`src/rtl/bram_reader_pkg.sv`:
```
// Shared defaults and types for the BRAM stream reader slice.
package bram_reader_pkg;

  localparam int unsigned DEFAULT_ADDR_WIDTH = 11;
  localparam int unsigned DEFAULT_DATA_WIDTH = 15;
  localparam int unsigned BUF_DEPTH          = 3;

  typedef logic [DEFAULT_ADDR_WIDTH:0]   ptr_t;
  typedef logic [DEFAULT_DATA_WIDTH-1:0] data_t;
  typedef logic [1:0]                    cnt_t;

endpackage

```
`src/rtl/stream_out_buf.sv`:
```
// Three-entry register FIFO feeding the valid/ready stream; head entry is
// always slot 0, so the output word comes straight from a register.
module stream_out_buf
  import bram_reader_pkg::*;
#(
  parameter int unsigned DATA_WIDTH = DEFAULT_DATA_WIDTH
) (
  input  logic                  clk_i,
  input  logic                  rst_i,
  input  logic                  push_i,
  input  logic [DATA_WIDTH-1:0] push_data_i,
  input  logic                  ready_i,
  input  logic                  flush_i,
  output cnt_t                  stored_o,
  output logic                  m_valid_o,
  output logic [DATA_WIDTH-1:0] m_data_o
);

  logic [DATA_WIDTH-1:0] mem_q [BUF_DEPTH];
  logic [DATA_WIDTH-1:0] mem_d [BUF_DEPTH];
  cnt_t                  cnt_q, cnt_d, wr_idx;
  logic                  pop;

  assign pop = (cnt_q != '0) && ready_i;

  always_comb begin
    mem_d  = mem_q;
    cnt_d  = cnt_q;
    wr_idx = cnt_q - {1'b0, pop};
    if (flush_i) begin
      cnt_d = '0;
    end else begin
      if (pop) begin
        for (int unsigned i = 0; i < BUF_DEPTH - 1; i++) begin
          mem_d[i] = mem_q[i+1];
        end
      end
      // Write lands after the shift, so capture+pop keeps the count steady.
      if (push_i && (wr_idx < 2'(BUF_DEPTH))) begin
        mem_d[wr_idx] = push_data_i;
      end
      cnt_d = wr_idx + {1'b0, push_i};
    end
  end

  always_ff @(posedge clk_i or posedge rst_i) begin
    if (rst_i) begin
      mem_q <= '{default: '0};
      cnt_q <= '0;
    end else begin
      mem_q <= mem_d;
      cnt_q <= cnt_d;
    end
  end

  assign stored_o  = cnt_q;
  assign m_valid_o = (cnt_q != '0);
  assign m_data_o  = mem_q[0];

endmodule

```
`src/rtl/bram_stream_reader.sv`:
```
// Read-side BRAM controller: pointer/level tracking, credit-limited read
// issue, read-latency absorption and sticky overflow detection.
module bram_stream_reader
  import bram_reader_pkg::*;
#(
  parameter int unsigned ADDR_WIDTH = DEFAULT_ADDR_WIDTH,
  parameter int unsigned DATA_WIDTH = DEFAULT_DATA_WIDTH
) (
  input  logic                  clk,
  input  logic                  rst,
  input  logic [ADDR_WIDTH:0]   wr_ptr,
  input  logic                  flush,
  output logic                  enb,
  output logic [ADDR_WIDTH-1:0] addrb,
  input  logic [DATA_WIDTH-1:0] doutb,
  output logic [ADDR_WIDTH:0]   rd_ptr,
  output logic                  m_valid,
  input  logic                  m_ready,
  output logic [DATA_WIDTH-1:0] m_data,
  output logic                  empty,
  output logic [ADDR_WIDTH:0]   level,
  output logic                  ovf
);

  localparam logic [ADDR_WIDTH:0] RAM_DEPTH = {1'b1, {ADDR_WIDTH{1'b0}}};

  logic [ADDR_WIDTH:0] rd_ptr_q, rd_ptr_d;
  logic                rd_vld_q;
  logic                ovf_q;
  cnt_t                stored;
  logic                pop;
  logic [2:0]          occ;

  assign level = wr_ptr - rd_ptr_q;
  assign pop   = m_valid && m_ready;
  assign occ   = {2'b0, rd_vld_q} + {1'b0, stored} - {2'b0, pop};
  assign enb   = !rst && !flush && (level != '0) && (occ < 3'd3);

  always_comb begin
    rd_ptr_d = rd_ptr_q + {{ADDR_WIDTH{1'b0}}, enb};
    if (flush) rd_ptr_d = wr_ptr;
  end

  // Read-issue stage is enb itself; rd_vld_q is the doutb-valid stage.
  always_ff @(posedge clk or posedge rst) begin
    if (rst) begin
      rd_ptr_q <= '0;
      rd_vld_q <= 1'b0;
      ovf_q    <= 1'b0;
    end else begin
      rd_ptr_q <= rd_ptr_d;
      rd_vld_q <= enb;
      ovf_q    <= ovf_q | (level > RAM_DEPTH);
    end
  end

  stream_out_buf #(
    .DATA_WIDTH(DATA_WIDTH)
  ) u_out_buf (
    .clk_i      (clk),
    .rst_i      (rst),
    .push_i     (rd_vld_q && !flush),
    .push_data_i(doutb),
    .ready_i    (m_ready),
    .flush_i    (flush),
    .stored_o   (stored),
    .m_valid_o  (m_valid),
    .m_data_o   (m_data)
  );

  assign addrb  = rd_ptr_q[ADDR_WIDTH-1:0];
  assign rd_ptr = rd_ptr_q;
  assign ovf    = ovf_q;
  assign empty  = (level == '0) && !rd_vld_q && (stored == '0);

endmodule
```
`config.mk`:
```
export PLATFORM = sky130hd
export DESIGN_NAME = bram_stream_reader
export DESIGN_NICKNAME = d
export VERILOG_FILES = /design/src/rtl/bram_reader_pkg.sv /design/src/rtl/stream_out_buf.sv /design/src/rtl/bram_stream_reader.sv
export SDC_FILE = /design/constraint.sdc
export NUM_CORES = 1
export LEC_CHECK = 0
export BUFFER_PORTS_ARGS = -buffer_cell sky130_fd_sc_hd__buf_2
export CORE_MARGIN = 5
export CORE_UTILIZATION = 36
export CTS_BUF_LIST = sky130_fd_sc_hd__clkbuf_16
export DETAILED_ROUTE_END_ITERATION = 16
export PLACE_DENSITY_LB_ADDON = 0.25
export SLEW_MARGIN = 15
export SYNTH_ARGS = -nofsm -noshare
export SYNTH_HDL_FRONTEND = slang
export SYNTH_SLANG_ARGS = --single-unit
```
`constraint.sdc`:
```
create_clock -name clk -period 5.05 [get_ports clk]
set_input_delay 0.7575 -clock clk [delete_from_list [all_inputs] [get_ports clk]]
set_output_delay 0.7575 -clock clk [all_outputs]
set_load 0.05 [all_outputs]
```
==> results_dict.tcl, run 1 <==
set metrics [dict create \
    final_max_slew_viol_count 0 \
    synth-edff-count 0 \
    port_buffers 84 \
    pwr-share-seq_pct 29.0 \
    setup_viol 0 \
    drt-pass1-iter-count 6 \
    final_cell_mix "buf_2, dfrtp_1, nand2_1" \
    hold_buffers 0 \
    fill_cells 916 \
    clk_path_buf_depth 2 \
    ys_types 40 \
    num_vias 2748 \
    fin_crit_sh_pct 88.49 \
    power.density_nw_per_um2 653.3 \
    pre_cts_slack_ns 0.5710 \
    track_usage_pct 14.48 \
    gp_congestion 0.8590 \
    drc 0 \
    synth_seq_cells 61 \
    overflow 0 \
    p_sw_mw 1.245 \
    postLayoutCoreUtil_pct 43.55 \
    async_flop_share_pct 100.0 \
    die_height_um 109.1 \
    cts_root_buf "clkbuf_16" \
    ant_nets 0 \
    drive_above_1_share_pct 30.92 \
    regArea_um2 1526 \
    multiInputGateArea_um2 1672 \
    numCtsBuffers 9 \
    syn_inst 350 \
    startpoint_type "primary input" \
    status "completed" \
    ys.flop_type "dfrtp_1" \
    fin_tns_setup_ns 0 \
    clock_tree.htree_level_count 3 \
    r2r_cells 16 \
    p_clk_share_pct 22.0 \
    power_switching_share_pct 45.17 \
    viasPerCell 5.024 \
    drt_iter0_drc 114 \
    worst_ep_arrival_time_ns 3.71 \
    synth-seq-area-share_pct 43.19 \
    core_area_um2 9684 \
    slew_headroom_pct 47.70 \
    power_frac_comb_pct 48.9 \
    cts_tree "yes" \
    rr_startpoint "rd_ptr[0]" \
    fmax_ghz 0.2238 \
    grt_pass1_wl_um 13500 \
    synth_nets 400 \
    hold_class "in2async" \
    final_hold_viol_count 0 \
    fin_nets 459 \
    clkSinkCount 61 \
    die_w_um 109.1 \
    ir_worst_vdd_uv 269.2 \
    fin_crit_ns 4.469 \
    internal_power_mw 1.511 \
    fin_area_um2 4218 \
    rows 36 \
    die-area_um2 11900 \
    syn_area_per_cell_um2 10.10 \
    postPlaceCellArea_um2 3916 \
    crit_type "in2out" \
    grt_pass1_vias 2712 \
    r2r_slack_ns 1.13 \
    antenna_found_initial 0 \
    leakagePower_nw 1.994 \
    grt_start_max_net_pins 58 \
    max_cap_viol_count 0 \
    setup_slack_ns 0.5812 \
    clk_pin_slew_ns 0.05 \
    setup.worst_path.end_class "output port" \
    final_common_cell "buf_2" \
    yosysWarningCount 0 \
    cts_resized 0 \
    wl_per_cell_um 14.92 \
    worst_pin_slew_ns 0.7823 \
    wl_um 8160 \
    io_pins 85 \
    area_delta_synth_final_pct 19.33 \
    antennaDiodeCount 0 \
    hpwl_um 5803 \
    required_ns 4.29 \
    finalClockSkew_ns 0.003930 \
    cp_max_fo 3 \
    synth_area_um2 3535 \
    start_util_pct 36.50 \
    clk_latency_ns 0.32 \
    rsz0062_at_grt "false" \
    cts_setup_buffers 0 \
    r2r_end "rd_ptr[10]" \
]
[final cells by class]
type	instances	area share (%)
Clock inverter	7	1.810
Clock buffer	9	5.340
Sequential cell	61	36.19
Timing Repair Buffer	89	10.86
Multi-Input combinational cell	223	39.63
Tap cell	133	3.945
Inverter	25	2.225
[metrics by stage]
stage               hold WS (ns)  power, mW  instances
floorplan                 0.4510      1.957        350
global placement          0.4585      2.145        531
detailed placement        0.4607      2.170        531
CTS                       0.2906      2.786        547
global route              0.2973      2.946        547
finish                    0.3013      2.756        547
[worst max-delay path by stage]
stage,start,endpoint,slack [ns],cells after the start
6_report,wr_ptr[0],empty,0.58,13
5_1_grt,wr_ptr[0],empty,0.43,13
4_1_cts,wr_ptr[0],empty,0.57,13
3_5_place_dp,wr_ptr[0],empty,0.57,13
3_3_place_gp,wr_ptr[0],empty,0.62,13
2_1_floorplan,wr_ptr[0],rd_ptr[10],0.26,17
[worst max-delay path, cell delays in order]
cell and delay [ns]:
buf_2 0.10, inv_1 0.05, ha_1 0.15, inv_1 0.05, fa_1 0.39, a21o_1 0.19, a221oi_2 0.37, o21bai_1 0.12
xor2_1 0.16, or4_4 0.55, nor4b_4 0.33, and4bb_1 0.22, buf_2 0.26
[synth_stat cells (2+ instances only)]
master,instances,area (um^2)
nor3b_1,2,15.01
a21oi_1,5,25.02
o22a_1,30,262.8
dfrtp_1,61,1526
a31oi_1,3,18.77
inv_1,25,93.84
nor2b_1,4,25.02
nor3_1,5,25.02
xor2_1,7,61.31
nor2_1,8,30.03
nand2_1,34,127.6
fa_1,2,40.04
o21ai_0,27,135.1
ha_1,17,212.7
a21o_1,3,22.52
buf_4,26,195.2
mux2_2,17,191.4
and3_1,3,18.77
xnor2_1,14,122.6
o21bai_1,3,22.52
nand3_1,8,40.04
clkbuf_1,14,52.55
a22oi_1,15,112.6
[per-layer routing]
| layer | vias to the layer above | track usage, % | wire [um] | share of wire, % |
|---|---|---|---|---|
| met5 | - | 0 | 0 | 0 |
| met4 | 0 | 4.058 | 124 | 1.5 |
| met3 | 12 | 4.026 | 464 | 5.7 |
| met2 | 68 | 22.50 | 3794 | 46 |
| met1 | 1330 | 19.77 | 3777 | 46 |
| li1 | 1338 | - | - | - |
[logic make-up after synthesis]
group | Yosys count | synth area share, %
AO/OA/AOI/OAI | 94 | 18.83
XOR/XNOR | 21 | 5.204
buffers and inverters | 66 | 9.770
adder cells (fa/ha/maj) | 19 | 7.150
flip-flops | 61 | 43.19
AND/OR/NAND/NOR | 71 | 10.16
multiplexers | 18 | 5.699
[power groups by stage]
stage	combinational [mW]	clock (mW)	sequential, mW
2_1_floorplan	1.12	0	0.842
3_3_place_gp	1.34	0	0.803
3_5_place_dp	1.36	0	0.811
4_1_cts	1.36	0.622	0.803
5_1_grt	1.47	0.642	0.830
6_report	1.35	0.606	0.800
Note: power is estimated with default switching activity, not from simulation.
==> inputs of run 2 (changes only) <==
--- a/config.mk
+++ b/config.mk
@@ -10,7 +10,8 @@
 export CORE_UTILIZATION = 36
 export CTS_BUF_LIST = sky130_fd_sc_hd__clkbuf_16
 export DETAILED_ROUTE_END_ITERATION = 16
-export PLACE_DENSITY_LB_ADDON = 0.25
+export HOLD_SLACK_MARGIN = 0.02
+export PLACE_DENSITY = 0.61
 export SLEW_MARGIN = 15
 export SYNTH_ARGS = -nofsm -noshare
 export SYNTH_HDL_FRONTEND = slang
==> results_dict.tcl, run 2 (synthesis results as in run 1) <==
set metrics [dict create \
    grt_start_max_net_pins 59 \
    hold_class "in2async" \
    final_common_cell "buf_2" \
    fin_crit_ns 4.499 \
    grt_pass1_wl_um 13940 \
    viasPerCell 5.068 \
    clk_path_buf_depth 2 \
    pre_cts_slack_ns 0.5361 \
    port_buffers 84 \
    clk_latency_ns 0.32 \
    worst_pin_slew_ns 1.017 \
    fin_area_um2 4192 \
    overflow 0 \
    start_util_pct 36.50 \
    num_vias 2767 \
    crit_type "in2out" \
    crit_start "wr_ptr[0]" \
    antennaDiodeCount 0 \
    r2r_cells 16 \
    grt_pass1_vias 2711 \
    track_usage_pct 15.13 \
    max_cap_viol_count 0 \
    wl_per_cell_um 15.51 \
    final_max_slew_viol_count 0 \
    antenna_found_initial 0 \
    r2r_slack_ns 1.10 \
    hpwl_um 6008 \
    drt-pass1-iter-count 4 \
    setup_viol 0 \
    drive_above_1_share_pct 29.78 \
    numCtsBuffers 9 \
    setup.worst_path.end_class "output port" \
    rows 36 \
    clk_pin_slew_ns 0.05 \
    power.density_nw_per_um2 652.7 \
    clock_tree.htree_level_count 3 \
    die_w_um 109.1 \
    cts_setup_buffers 0 \
    startpoint_type "primary input" \
    rsz0062_at_grt "false" \
    ant_nets 0 \
    final_cell_mix "buf_2, dfrtp_1, nand2_1" \
    required_ns 4.29 \
    postPlaceCellArea_um2 3909 \
    die_height_um 109.1 \
    cp_max_fo 3 \
    postLayoutCoreUtil_pct 43.28 \
    wl_um 8468 \
    cts_root_buf "clkbuf_16" \
    cts_resized 0 \
    core_area_um2 9684 \
    final_hold_viol_count 0 \
    worst_ep_arrival_time_ns 3.74 \
    io_pins 85 \
    gp_congestion 0.8085 \
    leakagePower_nw 1.986 \
    fin_tns_setup_ns 0 \
    fin_nets 458 \
    rr_startpoint "rd_ptr[0]" \
    die-area_um2 11900 \
    finalClockSkew_ns 0.005543 \
    cts_tree "yes" \
    fmax_ghz 0.2223 \
    status "completed" \
    drc 0 \
    ir_worst_vdd_uv 298.4 \
    drt_iter0_drc 94 \
    area_delta_synth_final_pct 18.58 \
    setup_slack_ns 0.5507 \
    r2r_end "rd_ptr[10]" \
    slew_headroom_pct 32.18 \
    fin_crit_sh_pct 89.09 \
    hold_buffers 0 \
    clkSinkCount 61 \
]
-- run 2: changes by cell type in the layout (fill, tap and decap cells not counted), sizes merged --
cell and delta:
buf -1, clkinvlp -1, inv +1
-- run 2: cell type report --
class,count,area (um^2)
inverters,25,93.84
clock inverters,7,57.56
multi-input cells,223,1672
flip-flops and latches,61,1526
clock buffers,9,225.2
fillers,946,5493
well taps,133,166.4
repair buffers,88,450.4
-- run 2: per-layer routing --
metal  part of all wire, %  wire [um]  track usage, %
met5                     0          0               0
met4                   1.2        105           5.140
met1                    46       3936           20.27
met2                    48       4031           23.60
met3                   4.7        394           4.085
-- run 2: through the flow --
step / cells / hold slack [ns] / power, mW
global route: 546 / 0.2962 / 2.914
CTS: 546 / 0.2936 / 2.770
finish: 546 / 0.3040 / 2.736
detailed placement: 530 / 0.4614 / 2.177
global placement: 530 / 0.4559 / 2.148
floorplan: 350 / 0.4510 / 1.957
-- run 2: worst max-delay path: stages --
cell	delay, ns
buf_2	0.10
inv_1	0.06
ha_1	0.17
inv_1	0.06
fa_1	0.39
a21o_1	0.19
a221oi_2	0.36
o21bai_1	0.12
xor2_1	0.16
or4_4	0.55
nor4b_4	0.32
and4bb_1	0.23
buf_2	0.26
-- run 2: how the worst max path moves through the flow --
stage	endpoint	slack, ns
after floorplan	rd_ptr[10]	0.26
after global placement	empty	0.63
after detailed placement	empty	0.54
after CTS	empty	0.53
after global routing	empty	0.36
final	empty	0.55
-- run 2: power by group --
| group | switching (mW) | internal, mW | total [mW] |
|---|---|---|---|
| Clock | 0.204 | 0.373 | 0.577 |
| Sequential | 0.116 | 0.690 | 0.806 |
| Combinational | 0.913 | 0.439 | 1.35 |
| Total | 1.23 | 1.50 | 2.74 |
==> inputs of run 3 (changes only) <==
--- a/config.mk
+++ b/config.mk
@@ -10,8 +10,9 @@
 export CORE_UTILIZATION = 36
 export CTS_BUF_LIST = sky130_fd_sc_hd__clkbuf_16
 export DETAILED_ROUTE_END_ITERATION = 16
+export GPL_ROUTABILITY_DRIVEN = 0
 export HOLD_SLACK_MARGIN = 0.02
-export PLACE_DENSITY = 0.61
+export PLACE_DENSITY_LB_ADDON = 0.15
 export SLEW_MARGIN = 15
 export SYNTH_ARGS = -nofsm -noshare
 export SYNTH_HDL_FRONTEND = slang
==> results_dict.tcl, run 3 (synthesis results as in run 1) <==
set metrics [dict create \
    status "completed" \
    final_max_slew_viol_count 0 \
    dp_cells 531 \
    power.density_nw_per_um2 658.9 \
    fin_nets 459 \
    startpoint_type "primary input" \
    grtUsageMet3_pct 4.500 \
    worst_ep_arrival_time_ns 3.75 \
    drt_iter0_drc 72 \
    ant_nets 0 \
    worst_path_max_delay_cell "or4_4" \
    path_cells "buf_2 -> inv_1 -> ha_1 -> inv_1 -> fa_1 -> a21o_1 -> a221oi_2 -> o21bai_1 -> xor2_1 -> or4_4 -> nor4b_4 -> and4bb_1 -> buf_2" \
    postLayoutCoreUtil_pct 43.70 \
    die_w_um 109.1 \
    grt_pass1_vias 2676 \
    use_met1_pct 20.24 \
    finalClockSkew_ns 0.009163 \
    setup.worst_path.end_class "output port" \
    drc 0 \
    postPlaceCellArea_um2 3916 \
    cp_max_fo 3 \
    rsz0062_at_grt "false" \
    pwr-share-seq_pct 28.8 \
    final_hold_viol_count 0 \
    rr_startpoint "rd_ptr[0]" \
    io_pins 85 \
    grt.met2_usage_pct 23.51 \
    internal_power_mw 1.557 \
    r2r_slack_ns 1.08 \
    antenna_found_initial 0 \
    fin_crit_ns 4.511 \
    min_to "ovf" \
    final_cell_mix "buf_2, dfrtp_1, nand2_1" \
    hold_buffers 0 \
    setup_viol 0 \
    hold_ws_ns 0.4687 \
    fin_crit_sh_pct 89.32 \
    stdcell_count 547 \
    hold_class "reg2reg" \
    clk_latency_ns 0.32 \
    power_switching_share_pct 44.17 \
    num_vias 2755 \
    wl_um 8570 \
    track_usage_pct 14.96 \
    drive_above_1_share_pct 30.68 \
    critPathBufInv 4 \
    wl_per_cell_um 15.67 \
    cts_tree "yes" \
    die_height_um 109.1 \
    cp_top_family "simple AND/OR/NAND/NOR gates" \
    area_delta_synth_final_pct 19.72 \
    fin_area_um2 4232 \
    p_sw_mw 1.231 \
    max_cap_viol_count 0 \
    r2r_cells 16 \
    grt_start_max_net_pins 62 \
    worst_pin_slew_ns 0.8647 \
    clk_path_buf_depth 2 \
    required_ns 4.29 \
    grt_pass1_wl_um 13770 \
    slowest_delay_ns 0.55 \
    slew_headroom_pct 42.19 \
    ir_worst_vdd_uv 342.7 \
    p_clk_share_pct 22.8 \
    clock_tree.htree_level_count 3 \
    final_common_cell "buf_2" \
    start_util_pct 36.50 \
    viasPerCell 5.037 \
    fin_tns_setup_ns 0 \
    grt-busiest-layer "met2" \
    hold_start "ovf" \
    finalPower_mw 2.788 \
    port_buffers 84 \
    power_frac_comb_pct 48.4 \
    setup_slack_ns 0.5395 \
    die-area_um2 11900 \
    fmax_ghz 0.2217 \
    hpwl_um 6112 \
    pre_cts_slack_ns 0.5499 \
    cts_setup_buffers 0 \
    rows 36 \
    r2r_end "rd_ptr[11]" \
    cts_resized 0 \
    numCtsBuffers 9 \
    core_area_um2 9684 \
    antennaDiodeCount 0 \
    cts_root_buf "clkbuf_16" \
    crit_start "wr_ptr[0]" \
    leakagePower_nw 2.005 \
    overflow 0 \
    min_path_cells 1 \
    crit_type "in2out" \
    clk_pin_slew_ns 0.05 \
    drt-pass1-iter-count 4 \
    clkSinkCount 61 \
]
==> run 3: cell types whose count changed in the layout (fill, tap and decap cells not counted), sizes merged <==
cell,before,now
inv,26,25
bufinv,1,2
buf,88,89
==> run 3: how the worst max path moves through the flow <==
stage	to	cells past startpoint
final	empty	13
after global routing	empty	13
after CTS	empty	13
after detailed placement	empty	13
after global placement	empty	13
after floorplan	rd_ptr[10]	17
==> run 3: power by group through the flow <==
stage                     clock (mW)  sequential (mW)  combinational (mW)
final                          0.635            0.803                1.35
after global routing           0.672            0.833                1.47
after CTS                      0.653            0.805                1.37
after detailed placement           0            0.813                1.36
after global placement             0            0.806                1.35
after floorplan                    0            0.842                1.12
==> run 3: cell type report <==
class | instances | area (um^2)
clock inverter | 7 | 90.09
tap | 133 | 166.4
timing repair buffer | 89 | 457.9
fill | 979 | 5453
clock buffer | 9 | 225.2
multi-input combinational | 223 | 1672
inverter | 25 | 93.84
sequential | 61 | 1526
==> run 3: metal layers <==
layer  part of all wire, %  vias up  routed length (um)
met2                    47       49                4022
met1                    48     1366                4128
met5                     0        -                   0
met3                   4.4        2                 374
met4                  0.51        0                  44
li1                      -     1338                   -
